## src/rtl/alu_arbiter.sv

```systemverilog
// Two-port round-robin arbiter that time-shares one external combinational ALU.
// Each operation runs IDLE (grant/capture) -> EXEC (drive ALU) -> RESP (hold result).
module alu_arbiter #(
    parameter int WIDTH = 32
) (
    input  logic             clk,
    input  logic             rst_n,
    input  logic             req0_valid,
    output logic             req0_ready,
    input  logic [WIDTH-1:0] req0_a,
    input  logic [WIDTH-1:0] req0_b,
    input  logic [2:0]       req0_op,
    input  logic             req1_valid,
    output logic             req1_ready,
    input  logic [WIDTH-1:0] req1_a,
    input  logic [WIDTH-1:0] req1_b,
    input  logic [2:0]       req1_op,
    output logic             rsp0_valid,
    input  logic             rsp0_ready,
    output logic [WIDTH-1:0] rsp0_result,
    output logic             rsp0_zero,
    output logic             rsp1_valid,
    input  logic             rsp1_ready,
    output logic [WIDTH-1:0] rsp1_result,
    output logic             rsp1_zero,
    output logic [WIDTH-1:0] alu_SrcA,
    output logic [WIDTH-1:0] alu_SrcB,
    output logic [2:0]       alu_ALUControl,
    input  logic [WIDTH-1:0] alu_ALUResult,
    input  logic             alu_Zero
);

    typedef enum logic [1:0] {
        S_IDLE = 2'd0,
        S_EXEC = 2'd1,
        S_RESP = 2'd2
    } state_t;

    state_t           r_state;
    logic             r_last_grant;
    logic             r_owner;
    logic [WIDTH-1:0] r_a;
    logic [WIDTH-1:0] r_b;
    logic [2:0]       r_op;
    logic [WIDTH-1:0] r_result;
    logic             r_zero;
    logic             r_rsp0_valid;
    logic             r_rsp1_valid;
    logic             w_any_valid;
    logic             w_grant;
    logic             w_rsp_done;

    // Round-robin pick: on contention the port that did not win last time goes next.
    always_comb begin
        w_any_valid = req0_valid | req1_valid;
        if (req0_valid && req1_valid) begin
            w_grant = ~r_last_grant;
        end else if (req1_valid) begin
            w_grant = 1'b1;
        end else begin
            w_grant = 1'b0;
        end
        w_rsp_done = r_owner ? rsp1_ready : rsp0_ready;
    end

    // Ready is forced low while reset is being sampled so no transfer is advertised.
    assign req0_ready = rst_n & (r_state == S_IDLE) & req0_valid & ~w_grant;
    assign req1_ready = rst_n & (r_state == S_IDLE) & req1_valid & w_grant;

    // Sequencer state, operand capture, result register and response flags.
    always_ff @(posedge clk) begin
        if (!rst_n) begin
            r_state      <= S_IDLE;
            r_last_grant <= 1'b1;
            r_owner      <= 1'b0;
            r_a          <= {WIDTH{1'b0}};
            r_b          <= {WIDTH{1'b0}};
            r_op         <= 3'd0;
            r_result     <= {WIDTH{1'b0}};
            r_zero       <= 1'b0;
            r_rsp0_valid <= 1'b0;
            r_rsp1_valid <= 1'b0;
        end else begin
            case (r_state)
                S_IDLE: begin
                    if (w_any_valid) begin
                        r_a          <= w_grant ? req1_a  : req0_a;
                        r_b          <= w_grant ? req1_b  : req0_b;
                        r_op         <= w_grant ? req1_op : req0_op;
                        r_owner      <= w_grant;
                        r_last_grant <= w_grant;
                        r_state      <= S_EXEC;
                    end
                end
                S_EXEC: begin
                    r_result     <= alu_ALUResult;
                    r_zero       <= alu_Zero;
                    r_rsp0_valid <= ~r_owner;
                    r_rsp1_valid <= r_owner;
                    r_state      <= S_RESP;
                end
                S_RESP: begin
                    if (w_rsp_done) begin
                        r_rsp0_valid <= 1'b0;
                        r_rsp1_valid <= 1'b0;
                        r_state      <= S_IDLE;
                    end
                end
                default: begin
                    r_rsp0_valid <= 1'b0;
                    r_rsp1_valid <= 1'b0;
                    r_state      <= S_IDLE;
                end
            endcase
        end
    end

    // The ALU only ever sees registered operands, never the live request buses.
    assign alu_SrcA       = r_a;
    assign alu_SrcB       = r_b;
    assign alu_ALUControl = r_op;

    assign rsp0_valid  = r_rsp0_valid;
    assign rsp1_valid  = r_rsp1_valid;
    assign rsp0_result = r_result;
    assign rsp1_result = r_result;
    assign rsp0_zero   = r_zero;
    assign rsp1_zero   = r_zero;

endmodule

```

## config.mk

```make
export PLATFORM = sky130hd
export DESIGN_NAME = alu_arbiter
export DESIGN_NICKNAME = d
export VERILOG_FILES = /design/src/rtl/alu_arbiter.sv
export SDC_FILE = /design/constraint.sdc
export NUM_CORES = 1
export LEC_CHECK = 0
export BUFFER_PORTS_ARGS = -buffer_cell sky130_fd_sc_hd__buf_2
export CORE_AREA = 2 2 119 121
export DETAILED_ROUTE_END_ITERATION = 12
export DIE_AREA = 0 0 121 123
export PLACE_DENSITY = 0.75
export SLEW_MARGIN = 20
export SYNTH_ARGS = -nofsm -noshare
export SYNTH_HDL_FRONTEND = slang
export SYNTH_SLANG_ARGS = --single-unit
```

## constraint.sdc

```tcl
create_clock -name clk -period 2.27 [get_ports clk]
set_clock_uncertainty 0.05 [all_clocks]
set_input_delay 0.454 -clock clk [delete_from_list [all_inputs] [get_ports clk]]
set_output_delay 0.454 -clock clk [all_outputs]
set_load 0.02 [all_outputs]
```

==> results of run 1 <==
==> state kept, by name, summed over array words and instances (netlist names) <==
name and cells:
alu_SrcA 32, rsp0_zero 1, alu_ALUControl 3, r_state 2
r_owner 1, rsp0_result 32, rsp1_valid 1, r_last_grant 1
rsp0_valid 1, alu_SrcB 32
==> cell usage after synthesis <==
cell type / number / share of area [%]
a21oi_1: 104 / 11
a22oi_1: 1 / 0.16
nor3_1: 1 / 0.10
nor2_1: 1 / 0.078
inv_1: 1 / 0.078
or2_1: 1 / 0.13
nand2b_1: 1 / 0.13
mux2i_1: 1 / 0.21
a21boi_1: 1 / 0.16
a2bb2oi_1: 1 / 0.18
and4_1: 1 / 0.18
and2_1: 1 / 0.13
buf_2: 12 / 1.2
o21ai_0: 1 / 0.10
buf_1: 2 / 0.16
buf_4: 33 / 5.1
nor2b_1: 1 / 0.13
dfxtp_1: 106 / 44
and3_1: 3 / 0.39
a311oi_1: 37 / 6.7
clkbuf_1: 40 / 3.1
a311oi_2: 30 / 9.3
o21a_1: 1 / 0.16
nand2_1: 200 / 16
buf_6: 4 / 0.93
nand3b_1: 3 / 0.47
a21boi_0: 1 / 0.16
a21bo_2: 1 / 0.21
==> cell type report <==
class | count | area, µm²
clock buffers | 10 | 229
clock inverters | 6 | 113
fillers | 1321 | 7010
inverters | 1 | 6.26
multi-input cells | 392 | 2220
flip-flops and latches | 106 | 2120
well taps | 180 | 225
repair buffers | 322 | 1690
==> layout by cell type, fill, tap and decap left out, types with 3 or more instances in the layout <==
master	n
a21oi_1	104
a311oi_1	37
a311oi_2	30
and3_1	3
buf_12	4
buf_2	309
buf_4	9
bufinv_16	3
clkbuf_16	9
dfxtp_1	106
nand2_1	200
nand3b_1	3
==> cell families after synthesis <==
family | Yosys count | synth area share (%)
AOI/OAI and AO/OA | 178 | 27.9
muxes | 1 | 0.207
DFF | 106 | 43.9
buffers and inverters | 92 | 10.6
and+or+nand+nor | 213 | 17.3
==> worst reg2reg max path: stages (launching register included) <==
cell and delay, ps:
dfxtp_1 410, a21bo_2 180, buf_4 430, nand2_1 210, a311oi_2 250
==> path summary, 6_finish.rpt <==
check	from	endpoint	slack, ps	depth (start not counted)
setup / recovery	r_state[1]$_SDFFE_PN0P_	req0_ready	330	4
setup reg to reg	r_last_grant$_SDFFE_PN1P_	alu_SrcB[4]$_SDFFE_PN0P_	670	4
hold reg to reg	rsp0_result[1]$_SDFFE_PN0N_	rsp0_result[1]$_SDFFE_PN0N_	410	2
hold / removal	alu_ALUResult[2]	rsp0_result[2]$_SDFFE_PN0N_	290	3
==> where the power goes <==
group | switching (mW) | total [mW] | internal (mW) | leakage [nW]
Combinational | 0.888 | 1.42 | 0.530 | 2.13
Clock | 0.711 | 1.79 | 1.08 | 0.167
Sequential | 0.119 | 2.18 | 2.06 | 0.876
==> per-stage QoR <==
step                cells  setup slack, ps
floorplan             590              238
global route         1017              245
detailed placement   1001              336
global placement     1001              386
finish               1017              330
CTS                  1017              312
==> per-layer routing <==
layer / up-vias / global-route usage (%) / wire (µm)
met5: - / 0 / 0
met3: 20 / 5.63 / 1320
met1: 2305 / 22.5 / 6050
met2: 222 / 35.3 / 7710
li1: 2508 / - / -
met4: 0 / 7.85 / 286
==> summary.md, run 1 <==
| Metric | Value |
|---|---|
| Core footprint | about 14000 µm² |
| Clock Tree Buf Depth | 2 |
| Final worst path period need | between 1500 and 2000 ps |
| Initial DRC Count | about 240 |
| Setup bufs post-CTS | 0 |
| Seq cells post-synth | between 100 and 150 |
| HP Class | input port to flop |
| Critical path fanouts, max | 11 |
| Site Rows | 43 |
| Max VDD drop | 0.000455 V |
| P&R area growth vs syn | 36.8% |
| Tcrit/Tclk final | between 80 and 90% |
| Die Y | approximately 120 µm |
| Req. time, crit path | 1770 ps |
| TritonRoute pass-1 iters | 4 |
| Setup CP Type | flop to output port |
| Hold_buf cts | 0 |
| Endpoint type of the worst setup path | output port |
| Total Power | approximately 5.4 mW |
| HPWL Detailed | 11.0 mm |
| Final Cell Area | about 6600 µm² |
| Worst setup SP type | flop |
| Largest delay contributor family on the critical path | flip-flops |
| # DRC | 0 |
| Leak Pwr | approximately 3.2 nW |
| Layout cells sized above 1 | 44.7% |
| Outcome | completed |
| Largest net degree at the start of global routing | 70 |
| Initial antenna violation count | 0 |
| CTS Sinks | 106 |
| WP buf/inv | 2 |
| Final wirelength | approximately 15 mm |
| # diodes | 0 |
| CTS Root Cell | clkbuf_16 |
| Clock-pin slew on the worst setup and hold paths | about 70 ps |
| Sequential share of the synthesized area | roughly 44% |
| Post-synth cell types | 28 |
| Placer Congestion | around 0.8 |
| Fin. max-slew vios | 0 |
| Die Wd | between 100 and 150 µm |
| CP Cell Sequence | nor2_4 -> buf_4 -> and4_1 -> buf_2 |
| Worst slew pin tran | approximately 730 ps |
| Layout net count | between 1000 and 1500 |
| Post-place instance area | between 6000 and 7000 µm² |
| Warnings from Yosys | 0 |
| Starting Density | between 30% and 40% |
| Util after Layout | about half |
| Average wire per cell in the routed design | around 15 µm |
| Synthesized cell area | between 4000 and 5000 µm² |
| Via density | between 4 and 5 |
| Syn avg cell area | ~8.2 µm² |
| Cells after Synth | 590 |
| IO Count | 310 |
| Final-report setup violation count | 0 |
| Vias in the first global route | ~4600 |
| GRT Overall Usage | between 10% and 20% |
| Hold slack | approximately 290 ps |
| Worst-Skew Late Latency | ~340 ps |
| Grt total ovfl | 0 |
| Post-Syn Nets | ~760 |
| RSZ-0062 raised after global routing | false |
| First-pass GRT wire length | around 23 mm |
| CTS tree | yes |
| Max incr delay on CP | about 370 ps |
| Port Buffer Count | between 300 and 400 |
| Power Dens Cells | 816 nW/µm² |
| Final Hold Fails | 0 |
| Num CTS Buffers | 9 |
| DRT antenna net count | 0 |
| Relative slew margins | between 50% and 60% |
| Fmax | just over 500 MHz |
| Vias | between 5000 and 6000 |
| Worst EP arrival | 1440 ps |
| H-tree levels | 3 |
| Setup tns final | 0 ps |
| Slowest cell on crit path | dfxtp_1 |
| Post-CTS resize count | 0 |
| Die area | roughly 15000 µm² |
| Max-cap viol count | 0 |
(Power assumes the default switching activity.)
==> run 2: changes to the inputs <==
- BUFFER_PORTS_ARGS: -buffer_cell sky130_fd_sc_hd__buf_2 -> default
- CORE_AREA: 2 2 119 121 -> 2 2 121 123
- DIE_AREA: 0 0 121 123 -> 0 0 123 125
- DONT_BUFFER_PORTS: default -> 1
- PLACE_DENSITY: 0.75 -> 0.54
- SKIP_CTS_REPAIR_TIMING: default -> 1
==> summary.md, run 2 (synthesis results as in run 1) <==
| Metric | Value |
|---|---|
| Outcome | completed |
| Die Wd | between 100 and 150 µm |
| Endpoint type of the worst setup path | output port |
| HP Class | input port to flop |
| Layout net count | 693 |
| CTS Root Cell | clkbuf_16 |
| GRT Overall Usage | between 10% and 20% |
| # diodes | 0 |
| Critical path fanouts, max | 13 |
| Site Rows | 44 |
| Largest net degree at the start of global routing | 70 |
| Grt total ovfl | 0 |
| Final wirelength | approximately 13 mm |
| HPWL Detailed | between 9 and 10 mm |
| Die Y | roughly 130 µm |
| Initial DRC Count | ~180 |
| TritonRoute pass-1 iters | 8 |
| Placer Congestion | 0.746 |
| H-tree levels | 3 |
| RSZ-0062 raised after global routing | false |
| Worst EP arrival | approximately 1400 ps |
| Final Cell Area | about 5000 µm² |
| Tcrit/Tclk final | a little over four fifths |
| Vias | 4004 |
| Sw Share | approximately 33% |
| CTS tree | yes |
| Pre-CTS WS | about 550 ps |
| P_int | between 3 and 4 mW |
| Combinational share of power | 15.4% |
| Worst setup margin | between 300 and 400 ps |
| Fmax | around 520 MHz |
| Met2 WL post-DR | about 6.7 mm |
| Leak Pwr | approximately 1.8 nW |
| Core footprint | around 14000 µm² |
| Average wire per cell in the routed design | about 19 µm |
| Most common library cell in the layout ignoring fill and taps | nand2_1 |
| DR top layer | met4 |
| DRT antenna net count | 0 |
| Layout cells sized above 1 | a little under an eighth |
| CTS Sinks | roughly 110 |
| Die area | about 15000 µm² |
| Relative slew margins | 63.1% |
| Starting Density | between 30 and 40% |
| Worst-Skew Late Latency | roughly 340 ps |
| Fin. max-slew vios | 0 |
| Initial antenna violation count | 0 |
| Util after Layout | approximately a third |
| Final Hold Fails | 0 |
| Most frequent cells in the layout | 200 x nand2_1, 106 x dfxtp_1, 104 x a21oi_1 |
| Flop pwr share | between 50 and 60% |
| First-pass GRT wire length | between 20 and 25 mm |
| IO Count | 310 |
| Switching pwr | ~1.6 mW |
| Max-cap viol count | 0 |
| Final worst path period need | about 1900 ps |
| Clock power frac | about a third |
| # DRC | 0 |
| Power Dens Cells | around 950 nW/µm² |
| Final-report setup violation count | 0 |
| Worst setup SP type | flop |
| Worst slew pin tran | 554 ps |
| Setup tns final | 0 ps |
| Port Buffer Count | 0 |
| Wire length on met1 | 4.98 mm |
| Clock Tree Buf Depth | 2 |
| P&R area growth vs syn | 3.70% |
| Max VDD drop | approximately 0.00047 V |
| Via density | between 5 and 6 |
| Req. time, crit path | approximately 1800 ps |
| Post-place instance area | between 4000 and 5000 µm² |
| Vias in the first global route | slightly below 4000 |
| Num CTS Buffers | 9 |
| Met3 wire len | 1.45 mm |
| Setup CP Type | flop to output port |
| Clock-pin slew on the worst setup and hold paths | 70 ps |
run 2: final cells by class:
class | count | area (µm²)
clock buffers | 10 | 229
clock inverters | 5 | 56.3
fillers | 1466 | 9200
inverters | 1 | 5.00
multi-input cells | 392 | 2220
flip-flops and latches | 106 | 2120
well taps | 184 | 230
repair buffers | 10 | 150
run 2: per-layer routing:
metal  global-route usage, %  up-vias
met3                    5.93       22
li1                        -     1882
met2                    29.9      228
met5                       0        -
met4                    6.55        0
met1                    17.8     1872
run 2: critical path: stages (launching register included):
cell and delay [ps]:
dfxtp_1 350, a21boi_4 370, and3_1 350
run 2: worst paths after layout:
check / start / endpoint / slack (ps) / cells after the start
worst max-delay path: r_last_grant$_SDFFE_PN1P_ / req1_ready / 350 / 2
worst max register to register: r_state[1]$_SDFFE_PN0P_ / alu_ALUControl[2]$_SDFFE_PN0P_ / 600 / 4
worst min register to register: r_state[1]$_SDFFE_PN0P_ / r_state[1]$_SDFFE_PN0P_ / 540 / 2
worst min-delay path: rst_n / r_last_grant$_SDFFE_PN1P_ / 150 / 1
run 2: power by group through the flow:
stage                     Clock (mW)  Combinational, mW  Sequential (mW)
after floorplan                    0              0.718             2.44
after global placement             0              0.716             2.56
after detailed placement           0              0.749             2.56
after CTS                       1.60              0.746             2.52
after global routing            1.66              0.826             2.54
final                           1.53              0.739             2.52
run 2: stage by stage:
stage	total power, mW	std cells	hold slack (ps)
after CTS	4.87	708	122
after global routing	5.03	708	163
after detailed placement	3.31	693	488
after global placement	3.27	693	491
after floorplan	3.16	590	448
final	4.78	708	146
==> run 3: changes to the inputs <==
- CORE_AREA: 2 2 121 123 -> 2 2 120 122
- DIE_AREA: 0 0 123 125 -> 0 0 122 124
- PLACE_DENSITY: 0.54 -> 0.57
- clock period: 2.27 -> 1.7 ns (I/O delays scaled with it)
==> summary.md, run 3 (synthesis results as in run 1) <==
| Metric | Value |
|---|---|
| Outcome | completed |
| Clock power frac | about 32% |
| Max-cap viol count | 0 |
| Die area | about 15000 µm² |
| Worst slew pin tran | ~550 ps |
| Hold depth | 1 |
| Hold slack | ~39 ps |
| Relative slew margins | a little over three fifths |
| CTS Root Cell | clkbuf_16 |
| Leak Pwr | between 1.5 and 2 nW |
| Worst setup margin | approximately 80 ps |
| Initial DRC Count | roughly 130 |
| Die Wd | 122 µm |
| CP startpoint | r_state[0]$_SDFFE_PN0P_ |
| IO Count | a little over 300 |
| Fin. max-slew vios | 0 |
| Hold EP | r_last_grant$_SDFFE_PN1P_ |
| HP Class | input port to flop |
| Switching pwr | 2.13 mW |
| Final Cell Area | 5050 µm² |
| Flop pwr share | about 52% |
| Num CTS Buffers | 9 |
| FF-to-FF setup slack | ~210 ps |
| Total Power | about 6.4 mW |
| Tcrit/Tclk final | roughly 95% |
| Largest net degree at the start of global routing | 68 |
| TritonRoute pass-1 iters | 4 |
| Setup tns final | 0 ps |
| First-pass GRT wire length | 19.0 mm |
| Most common library cell in the layout ignoring fill and taps | nand2_1 |
| Final worst path period need | about 1600 ps |
| FF-to-FF path depth | 4 |
| RR Endpoint | alu_SrcA[12]$_SDFFE_PN0P_ |
| P_int | ~4.3 mW |
| H-tree levels | 3 |
| RR Startpoint | r_state[0]$_SDFFE_PN0P_ |
| Core footprint | 13700 µm² |
| Worst EP arrival | around 1200 ps |
| Sw Share | between 30% and 40% |
| Setup CP Type | flop to output port |
| Die Y | between 100 and 150 µm |
| Clock Tree Buf Depth | 2 |
| Placed Cells | approximately 690 |
| Max VDD drop | roughly 0.00054 V |
| Vias | 4013 |
| Grt total ovfl | 0 |
| CTS tree | yes |
| Endpoint type of the worst setup path | output port |
| GRT Overall Usage | 16.2% |
| CTS Sinks | around 110 |
| Site Rows | 43 |
| Final-report setup violation count | 0 |
| Combinational share of power | 15.6% |
| DRT antenna net count | 0 |
| Vias in the first global route | roughly 3700 |
| Port Buffer Count | 0 |
| Clock-pin slew on the worst setup and hold paths | around 70 ps |
| Starting Density | 35.2% |
| Worst-Skew Late Latency | approximately 340 ps |
| Average wire per cell in the routed design | ~19 µm |
| Power Dens Cells | 1270 nW/µm² |
| P&R area growth vs syn | 4.59% |
| Layout cells sized above 1 | a little over an eighth |
| Util after Layout | between 30% and 40% |
| Placer Congestion | roughly 0.74 |
| Final Hold Fails | 0 |
| Fmax | roughly 600 MHz |
| Most frequent cells in the layout | 200 x nand2_1, 105 x dfxtp_1, 104 x a21oi_1 |
| Final wirelength | about 13 mm |
| Worst setup SP type | flop |
| # diodes | 0 |
| Initial antenna violation count | 0 |
| Via density | roughly 5.6 |
| # DRC | 0 |
| Req. time, crit path | around 1300 ps |
| Post-place instance area | about 4700 µm² |
| RSZ-0062 raised after global routing | false |
| Final non-filler cell total | 711 |
| Layout net count | roughly 700 |
| Critical path fanouts, max | 8 |
| Min-delay src | rst_n |
| HPWL Detailed | about 9.4 mm |
| Pre-CTS WS | around 150 ps |
==> run 3: worst max path at each step <==
| stage | slack [ps] | endpoint |
|---|---|---|
| final | 80 | req0_ready |
| after global routing | 5 | req0_ready |
| after CTS | -120 | req0_ready |
| after detailed placement | 150 | alu_SrcA[2]$_SDFFE_PN0P_ |
| after global placement | 210 | alu_SrcA[2]$_SDFFE_PN0P_ |
| after floorplan | 8 | req0_ready |
==> run 3: final cells by class <==
class | count | area, µm²
Clock buffer | 11 | 233
Multi-Input combinational cell | 392 | 2230
Timing Repair Buffer | 16 | 183
Fill cell | 1395 | 8670
Clock inverter | 5 | 55.1
Sequential cell | 106 | 2120
Tap cell | 180 | 225
Inverter | 1 | 6.26
==> run 3: power by group through the flow <==
stage          clock network (mW)  logic, mW  registers (mW)
2_1_floorplan                   0      0.959            3.26
3_3_place_gp                    0      0.959            3.42
3_5_place_dp                    0       1.01            3.42
4_1_cts                      2.12       1.00            3.36
5_1_grt                      2.21       1.12            3.40
6_report                     2.05       1.00            3.36
==> run 3: critical path, cell delays in order (launching register included) <==
cell and delay (ps):
dfxtp_1 370, nor2_4 210, and4_4 300
==> run 3: per-layer routing <==
metal	routed length [µm]	share of wire, %	track usage [%]
met5	0	0	0
met4	307	2.3	8.55
met3	1260	9.4	5.17
met2	6860	52	30.1
met1	4890	37	16.2
